===== src/rtl/mips_pkg.sv =====
// mips_pkg: definitions shared by the MIPS pipeline control blocks.
//   FWD_*        : operand-mux select codes driven into EX
//   REG_BITS_DFLT: default register-specifier width
//   idex_ent_t / wb_ent_t : shadow pipeline entry layouts at the default width
package mips_pkg;

  localparam int REG_BITS_DFLT = 5;

  localparam logic [1:0] FWD_REG   = 2'b00;  // register file value
  localparam logic [1:0] FWD_WB    = 2'b01;  // MEM/WB result
  localparam logic [1:0] FWD_EXMEM = 2'b10;  // EX/MEM result

  typedef struct packed {
    logic [REG_BITS_DFLT-1:0] rs;
    logic [REG_BITS_DFLT-1:0] rt;
    logic [REG_BITS_DFLT-1:0] dst;
    logic                     regwrite;
    logic                     memread;
  } idex_ent_t;

  typedef struct packed {
    logic [REG_BITS_DFLT-1:0] dst;
    logic                     regwrite;
  } wb_ent_t;

endpackage


===== src/rtl/fwd_select.sv =====
// fwd_select: priority compare for one EX operand.
//   opr              : operand register specifier of the instruction in EX
//   exmem_dst/_rw    : EX/MEM shadow destination and regwrite
//   memwb_dst/_rw    : MEM/WB shadow destination and regwrite
//   sel              : FWD_EXMEM, FWD_WB or FWD_REG (11 never produced)
module fwd_select
  import mips_pkg::*;
#(
  parameter int REG_BITS = REG_BITS_DFLT
) (
  input  logic [REG_BITS-1:0] opr,
  input  logic [REG_BITS-1:0] exmem_dst,
  input  logic                exmem_rw,
  input  logic [REG_BITS-1:0] memwb_dst,
  input  logic                memwb_rw,
  output logic [1:0]          sel
);

  // The nearer producer wins; $0 is hardwired so a write to it never forwards.
  always_comb begin
    sel = FWD_REG;
    if (exmem_rw && (exmem_dst != '0) && (exmem_dst == opr))
      sel = FWD_EXMEM;
    else if (memwb_rw && (memwb_dst != '0) && (memwb_dst == opr))
      sel = FWD_WB;
  end

endmodule


===== src/rtl/forward_ctrl.sv =====
// forward_ctrl: forwarding and load-use hazard control for the 5-stage core.
// Keeps its own shadow of the ID/EX, EX/MEM and MEM/WB destination fields.
//   clk, rst                 : clock, async active-high reset
//   id_valid, id_rs, id_rt   : instruction in ID and its source registers
//   id_dst, id_regwrite      : its final destination and write enable
//   id_memread               : it is a load
//   flush                    : kill the ID instruction, bubble into EX
//   fwd_a, fwd_b             : EX operand mux selects
//   stall                    : load-use hazard, hold PC and IF/ID
//   stall_count              : saturating count of stall cycles
module forward_ctrl
  import mips_pkg::*;
#(
  parameter int REG_BITS = REG_BITS_DFLT,
  parameter int CNT_BITS = 16
) (
  input  logic                clk,
  input  logic                rst,
  input  logic                id_valid,
  input  logic [REG_BITS-1:0] id_rs,
  input  logic [REG_BITS-1:0] id_rt,
  input  logic [REG_BITS-1:0] id_dst,
  input  logic                id_regwrite,
  input  logic                id_memread,
  input  logic                flush,
  output logic [1:0]          fwd_a,
  output logic [1:0]          fwd_b,
  output logic                stall,
  output logic [CNT_BITS-1:0] stall_count
);

  localparam int STAGES = 2;  // index 0 = ID/EX, 1 = EX/MEM, 2 = MEM/WB

  // regwrite and destination of each shadow stage, shifted every clock
  logic [STAGES:0]                vld_pipe;
  logic [STAGES:0][REG_BITS-1:0]  dst_pipe;
  logic [REG_BITS-1:0]            idex_rs, idex_rt;
  logic                           idex_mr;
  logic [CNT_BITS-1:0]            cnt_q;
  logic                           take;

  // A stalled or flushed ID instruction does not advance; a bubble goes in.
  assign take  = id_valid & ~stall & ~flush;

  // rt is compared even for instructions that do not read it (conservative).
  assign stall = id_valid & idex_mr & (dst_pipe[0] != '0) &
                 ((dst_pipe[0] == id_rs) | (dst_pipe[0] == id_rt));

  always_ff @(posedge clk or posedge rst) begin
    if (rst) begin
      vld_pipe <= '0;
      dst_pipe <= '0;
      idex_rs  <= '0;
      idex_rt  <= '0;
      idex_mr  <= 1'b0;
      cnt_q    <= '0;
    end else begin
      vld_pipe <= {vld_pipe[STAGES-1:0], take & id_regwrite};
      dst_pipe <= {dst_pipe[STAGES-1:0], (take ? id_dst : {REG_BITS{1'b0}})};
      idex_rs  <= take ? id_rs : '0;
      idex_rt  <= take ? id_rt : '0;
      idex_mr  <= take & id_memread;
      if (stall && (cnt_q != '1))
        cnt_q <= cnt_q + 1'b1;
    end
  end

  assign stall_count = cnt_q;

  // operand 0 = A (rs), operand 1 = B (rt)
  logic [1:0][REG_BITS-1:0] opr;
  logic [1:0][1:0]          sel;

  assign opr = {idex_rt, idex_rs};

  for (genvar g = 0; g < 2; g++) begin : g_op
    fwd_select #(.REG_BITS(REG_BITS)) u_sel (
      .opr       (opr[g]),
      .exmem_dst (dst_pipe[1]),
      .exmem_rw  (vld_pipe[1]),
      .memwb_dst (dst_pipe[2]),
      .memwb_rw  (vld_pipe[2]),
      .sel       (sel[g])
    );
  end

  assign fwd_a = sel[0];
  assign fwd_b = sel[1];

endmodule


===== config.mk =====
export PLATFORM = sky130hd
export DESIGN_NAME = forward_ctrl
export DESIGN_NICKNAME = d
export VERILOG_FILES = /design/src/rtl/mips_pkg.sv /design/src/rtl/fwd_select.sv /design/src/rtl/forward_ctrl.sv
export SDC_FILE = /design/constraint.sdc
export NUM_CORES = 1
export LEC_CHECK = 0
export CORE_ASPECT_RATIO = 0.9
export CORE_MARGIN = 1.5
export CORE_UTILIZATION = 50
export DETAILED_ROUTE_END_ITERATION = 12
export HOLD_SLACK_MARGIN = 0.02
export PLACE_DENSITY = 0.78
export SLEW_MARGIN = 20
export SYNTH_ARGS = -nofsm -noshare
export SYNTH_HDL_FRONTEND = slang
export SYNTH_SLANG_ARGS = --single-unit

===== constraint.sdc =====
create_clock -name clk -period 2.66 [get_ports clk]
set_clock_uncertainty 0.1 [all_clocks]
set_input_delay 0.266 -clock clk [delete_from_list [all_inputs] [get_ports clk]]
set_output_delay 0.266 -clock clk [all_outputs]
set_load 0.005 [all_outputs]

**Yosys cells after proc, flatten, opt, wreduce, memory -nomap -nowiden**

Index checks and enable logic that the tools add are counted.

- ROM bits: 0
- Flip-flop bits (word level): 45
- Memories: 0
- Input port bits: 21
- Latch bits: 0
- Memory bits (writable): 0

- Reductions and logical operators: 10
- Order comparisons: 0
- $mul: 0
- Divide/modulo/power cells: 0
- Bitwise gates (word level): 10
- Equality and inequality tests: 7
- Add/subtract/negate cells: 1
- Multiplexer cells: 7
- Shift-type cells: 0

Operators by type and width:

| kind | count |
|---|---|
| 5-bit == test | 6 |
| 16-bit by 1-bit adder with 16-bit output (second input constant) | 1 |
| 16-bit inequality test (second input constant) | 1 |
| 5-bit 2-to-1 mux | 3 |
| 5-bit nonzero test | 3 |
| 1-bit AND | 7 |
| 1-bit logical AND | 7 |
| 2-bit 2-to-1 mux | 2 |
| 1-bit 2-to-1 mux | 2 |
| 1-bit inverter | 2 |
| 1-bit bitwise OR | 1 |

**Longest topological paths before layout**

- Word-level depth: 7
- Mapped depth: 6
- Gate-level depth less buffers: 6

**Cells and area by module**

From an unflattened synthesis, not the netlist that was laid out.

- Cell total of the unflattened synthesis: 180
- Area total of the unflattened synthesis: 2,075.7 µm²

Modules (own cells, without submodules):

| module | sequential area each (µm²) | area an instance (µm²) | times used | cells each |
|---|---|---|---|---|
| forward_ctrl | 1,126.1 | 1,773.0 | 1 | 140 |
| fwd_select | 0.0 | 151.4 | 2 | 20 |

**Worst setup path after synthesis**

OpenSTA, ideal clock, no wires.

- Path type: register to register
- From: reg dst_pipe[1] (netlist bit)
- To: reg cnt_q[1], in the netlist stall_count[1]
- Setup slack: 613 ps
- Buffers on the path: 0
- Clock period less this slack: 2,047 ps
- Library setup time: 125 ps
- Data arrival time: 1,822 ps
- Stages on the path, launching flop included: 6
- Cell sequence: dfrtp_1 -> or4_4 -> o211ai_4 -> nor2_1 -> nand2_1 -> mux2_2

- Cells in the longest elaborated chain, start to end: 4
- Elaborated cells between the ends (all ways): 7

RTL lines:

| item | line | source |
|---|---|---|
| start: declaration | forward_ctrl.sv:36 | `logic [STAGES:0][REG_BITS-1:0] dst_pipe;` |
| start signal: assignment | forward_ctrl.sv:59 | `dst_pipe <= {dst_pipe[STAGES-1:0], (take ? id_dst : {REG_BITS{1'b0}})};` |
| 5-bit == test / 5-bit nonzero test (equally long branches) | forward_ctrl.sv:47, forward_ctrl.sv:46 |  |
| 1-bit bitwise OR / 1-bit AND (equally long branches) | forward_ctrl.sv:47, forward_ctrl.sv:46 |  |
| 1-bit AND (*) | forward_ctrl.sv:46 | `assign stall = id_valid & idex_mr & (dst_pipe[0] != '0) &` |
| 1-bit logical AND (*) | forward_ctrl.sv:63 | `if (stall && (cnt_q != '1))` |
| end signal: assignment | forward_ctrl.sv:64 | `cnt_q <= cnt_q + 1'b1;` |
| end: declaration | forward_ctrl.sv:39 | `logic [CNT_BITS-1:0] cnt_q;` |

Every way passes the cells marked *; elsewhere a longest branch is shown, timed or not.
A chain may end at the register's enable or synchronous reset.

**Final worst setup path**

- From: reg dst_pipe[7] (netlist bit)
- To: out fwd_b[0]

- Cells in the longest elaborated chain, start to end: 4
- Elaborated cells between the ends (all ways): 5

RTL lines:

| item | line | source |
|---|---|---|
| 5-bit nonzero test | fwd_select.sv:22 | `if (exmem_rw && (exmem_dst != '0) && (exmem_dst == opr))` |
| 1-bit logical AND | fwd_select.sv:22 |  |
| 1-bit logical AND (*) | fwd_select.sv:22 |  |
| 2-bit 2-to-1 mux (*) | fwd_select.sv:22 |  |
| end: declaration | forward_ctrl.sv:27 | `output logic [1:0] fwd_b,` |

Marks and branches as above.

==> metrics.md <==
| Metric | Value |
|---|---|
| Status | `finished clean` |
| Asr flop ratio synth | `100%` |
| Routability Congestion | `0.810` |
| Clock Sinks | `45` |
| Initial Util | `51.5%` |
| Leading area contributor after synthesis | `dfrtp_1` |
| Mean Syn Cell Area | `11.7 sq um` |
| Worst setup margin | `0.0966 ns` |
| Initial antenna violation count | `0` |
| Detailed placement HPWL | `2970 microns` |
| Horiz. Die Dim | `71.0 microns` |
| Fillers | `311` |
| Hold EP | `vld_pipe[1]` |
| Vias in the first global route | `1469` |
| Reg2Reg Capture Point | `stall_count[1]` |
| Number of synthesized flops with an enable pin | `0` |
| IO Port Bufs | `41` |
| Routed WL per cell | `14.3 microns` |
| PwrDens | `504 nW/um^2` |
| Register area share after synthesis | `54.1%` |
| Routed Antenna Nets | `0` |
| First DRT Iteration DRCs | `92` |
| Slew @ Worst Pin | `0.543 ns` |
| Gr ovfl total | `0` |
| Fmax | `390 MHz` |
| Final Max Slew Viols | `0` |
| First-pass GRT wire length | `6960 microns` |
| Final nets | `252` |
| Final Hold Viols | `0` |
| Post-place setup slack | `0.203 ns` |
| CTS Buffer Depth | `2` |
| Reg-to-reg setup timing slack | `0.46 ns` |
| Worst Path Max Fanout | `4` |
| # DRC | `0` |
| Slowest stage cell, crit path | `clkdlybuf4s50_1` |
| Startpoint of the worst hold path | `vld_pipe[0]` |
| DIE HEIGHT | `64.2 microns` |
| CTS Root Cell | `clkbuf_8` |
| Post-synth top area share | `54.1%` |
| CTS H-tree depth | `2` |
| Crit path DAT | `2.20 ns` |
| R2R depth | `6` |
| CP Launch Type | `register` |
| Largest net degree at the start of global routing | `46` |
| Most frequent cell after synthesis | `dfrtp_1` |
| Yosys reg bits | `45` |
| GRT Total Usage | `20.2%` |
| CP Class | `register to output pin` |
| Inserted Clock Buffers | `5` |
| Synth warn | `0` |
| Cell area after synthesis | `2080 sq um` |
| Drt first pass iters | `4` |
| Std-Cell Rows | `22` |
| Leak | `1.17 nW` |
| Final WL | `3980 microns` |
| Top_reg_cell synth | `dfrtp_1` |
| Critical-path cell list | `or4_1 -> o21ai_1 -> nor4_1 -> nor3_1 -> clkdlybuf4s50_1` |
| Inserted Diodes | `0` |
| Routed via count | `1458` |
| Top area cells in the synthesized netlist | `dfrtp_1, xnor2_1, xor2_1` |
| Synth top cells by count | `dfrtp_1, xnor2_1, and2_1` |
| Shortest period the worst path allows | `2.56 ns` |
| Max-Cap Viols | `0` |
| TNS Setup | `0 ns` |
| CP max stage delay | `0.52 ns` |
| Vias per inst | `5.23` |
| Clock Pin Slew Worst Setup and Hold Paths | `0.09 ns` |
| CTS tree | `done` |
| Tcrit/Tclk final | `96.4%` |
| Full die area | `4560 sq um` |
| Req. time, crit path | `2.29 ns` |
| Syn Nets | `200` |
| Area Growth Syn to Fin | `29.6%` |
| Worst vdd ir | `0.387 mV` |
| CP endpoint kind | `output pin` |
| I/O Pins | `42` |
| Clock Latency Late Sink | `0.30 ns` |
| Core Box Area | `4050 sq um` |
| Max_slew headroom | `63.8%` |
| Setup violators final | `0` |
| Distinct cells, synth | `32` |
| Worst Hold Depth | `0` |
| Hold Path Class | `register to register` |
| Layout cell share with drive strength beyond 1 | `9.96%` |
| RR Startpoint | `dst_pipe[1]` |
| Cells after synthesis | `178` |
==> critical path: cells and delay by family, from the launching register on <==
kind / cells / cell delay (ns)
AND/OR/NAND/NOR: 3 / 0.76
buffers and inverters: 1 / 0.52
flip-flops: 1 / 0.44
AO/OA/AOI/OAI: 1 / 0.17
==> timing repair <==
| item | 4_1_cts | 5_1_grt |
|---|---|---|
| pin swaps | 1 | 0 |
| hold buffers | 0 | 0 |
| setup buffers | 2 | 2 |
| resized for setup | 2 | 0 |
| endpoints found under the setup margin | 3 | 1 |
==> metal layers <==
layer	global-route usage, %	wire, microns	vias up
met2	30.8	1870	36
met1	27.7	1890	703
met4	6.37	55	0
met3	6.15	157	6
li1	-	-	713
met5	0	0	-
==> per-stage QoR <==
stage | power, mW | util [%] | hold slack, ns | cells | area [sq um]
floorplan | 0.804 | - | 0.231 | 178 | 2080
global placement | 0.862 | 63.3 | 0.232 | 267 | 2560
detailed placement | 0.864 | 63.3 | 0.248 | 267 | 2560
finish | 1.36 | 66.7 | 0.263 | 279 | 2700
CTS | 1.37 | 66.4 | 0.268 | 277 | 2690
global route | 1.42 | 66.7 | 0.273 | 279 | 2700
==> layout make-up <==
class,count,area [sq um],area share [%]
multi-input cells,128,937,34.7
repair buffers,47,454,16.8
flip-flops and latches,45,1130,41.7
clock inverters,2,38.8,1.44
well taps,48,60.1,2.22
inverters,3,11.3,0.417
clock buffers,6,72.6,2.69
==> power by group <==
group | internal, mW | switching, mW | leakage (nW)
Clock | 0.282 | 0.227 | 0.0554
Sequential | 0.703 | 0.0220 | 0.608
Combinational | 0.0738 | 0.0545 | 0.511
==> flip-flops by register name (all words and copies together) (netlist names) <==
signal       cells
vld_pipe         3
idex_rt          5
idex_mr          1
stall_count     16
dst_pipe        15
idex_rs          5
==> cell families (layout without fill, tap and decap cells) <==
| logic type | count (synthesis) | after routing | synth area share (%) |
|---|---|---|---|
| flip-flops | 45 | 45 | 54.1 |
| XOR/XNOR | 44 | 44 | 18.5 |
| adder cells (fa/ha/maj) | 1 | 1 | 0.601 |
| AND/OR/NAND/NOR | 75 | 75 | 21.8 |
| AO/OA/AOI/OAI | 7 | 7 | 3.54 |
| buffers and inverters | 5 | 58 | 0.961 |
| multiplexers | 1 | 1 | 0.541 |
==> worst max path at each step <==
stage	start	endpoint
after CTS	dst_pipe[8]	fwd_b[0]
after detailed placement	dst_pipe[5]	fwd_a[0]
after global routing	dst_pipe[8]	fwd_b[0]
after global placement	dst_pipe[5]	fwd_a[0]
after floorplan	dst_pipe[1]	stall_count[1]
final	dst_pipe[7]	fwd_b[0]
==> layout by cell type, fill, tap and decap left out, types with 2 or more instances in the layout <==
cell type	n
clkbuf_8	5
xor2_1	14
dfrtp_1	45
xnor2_1	30
nand3_1	14
and2_1	19
nor3_1	6
nor4b_2	2
nand2_1	8
nor4_1	5
or4_1	3
nand4_1	7
nor2_1	3
buf_4	6
clkdlybuf4s50_1	40
Power figures use the tool's default switching activity.
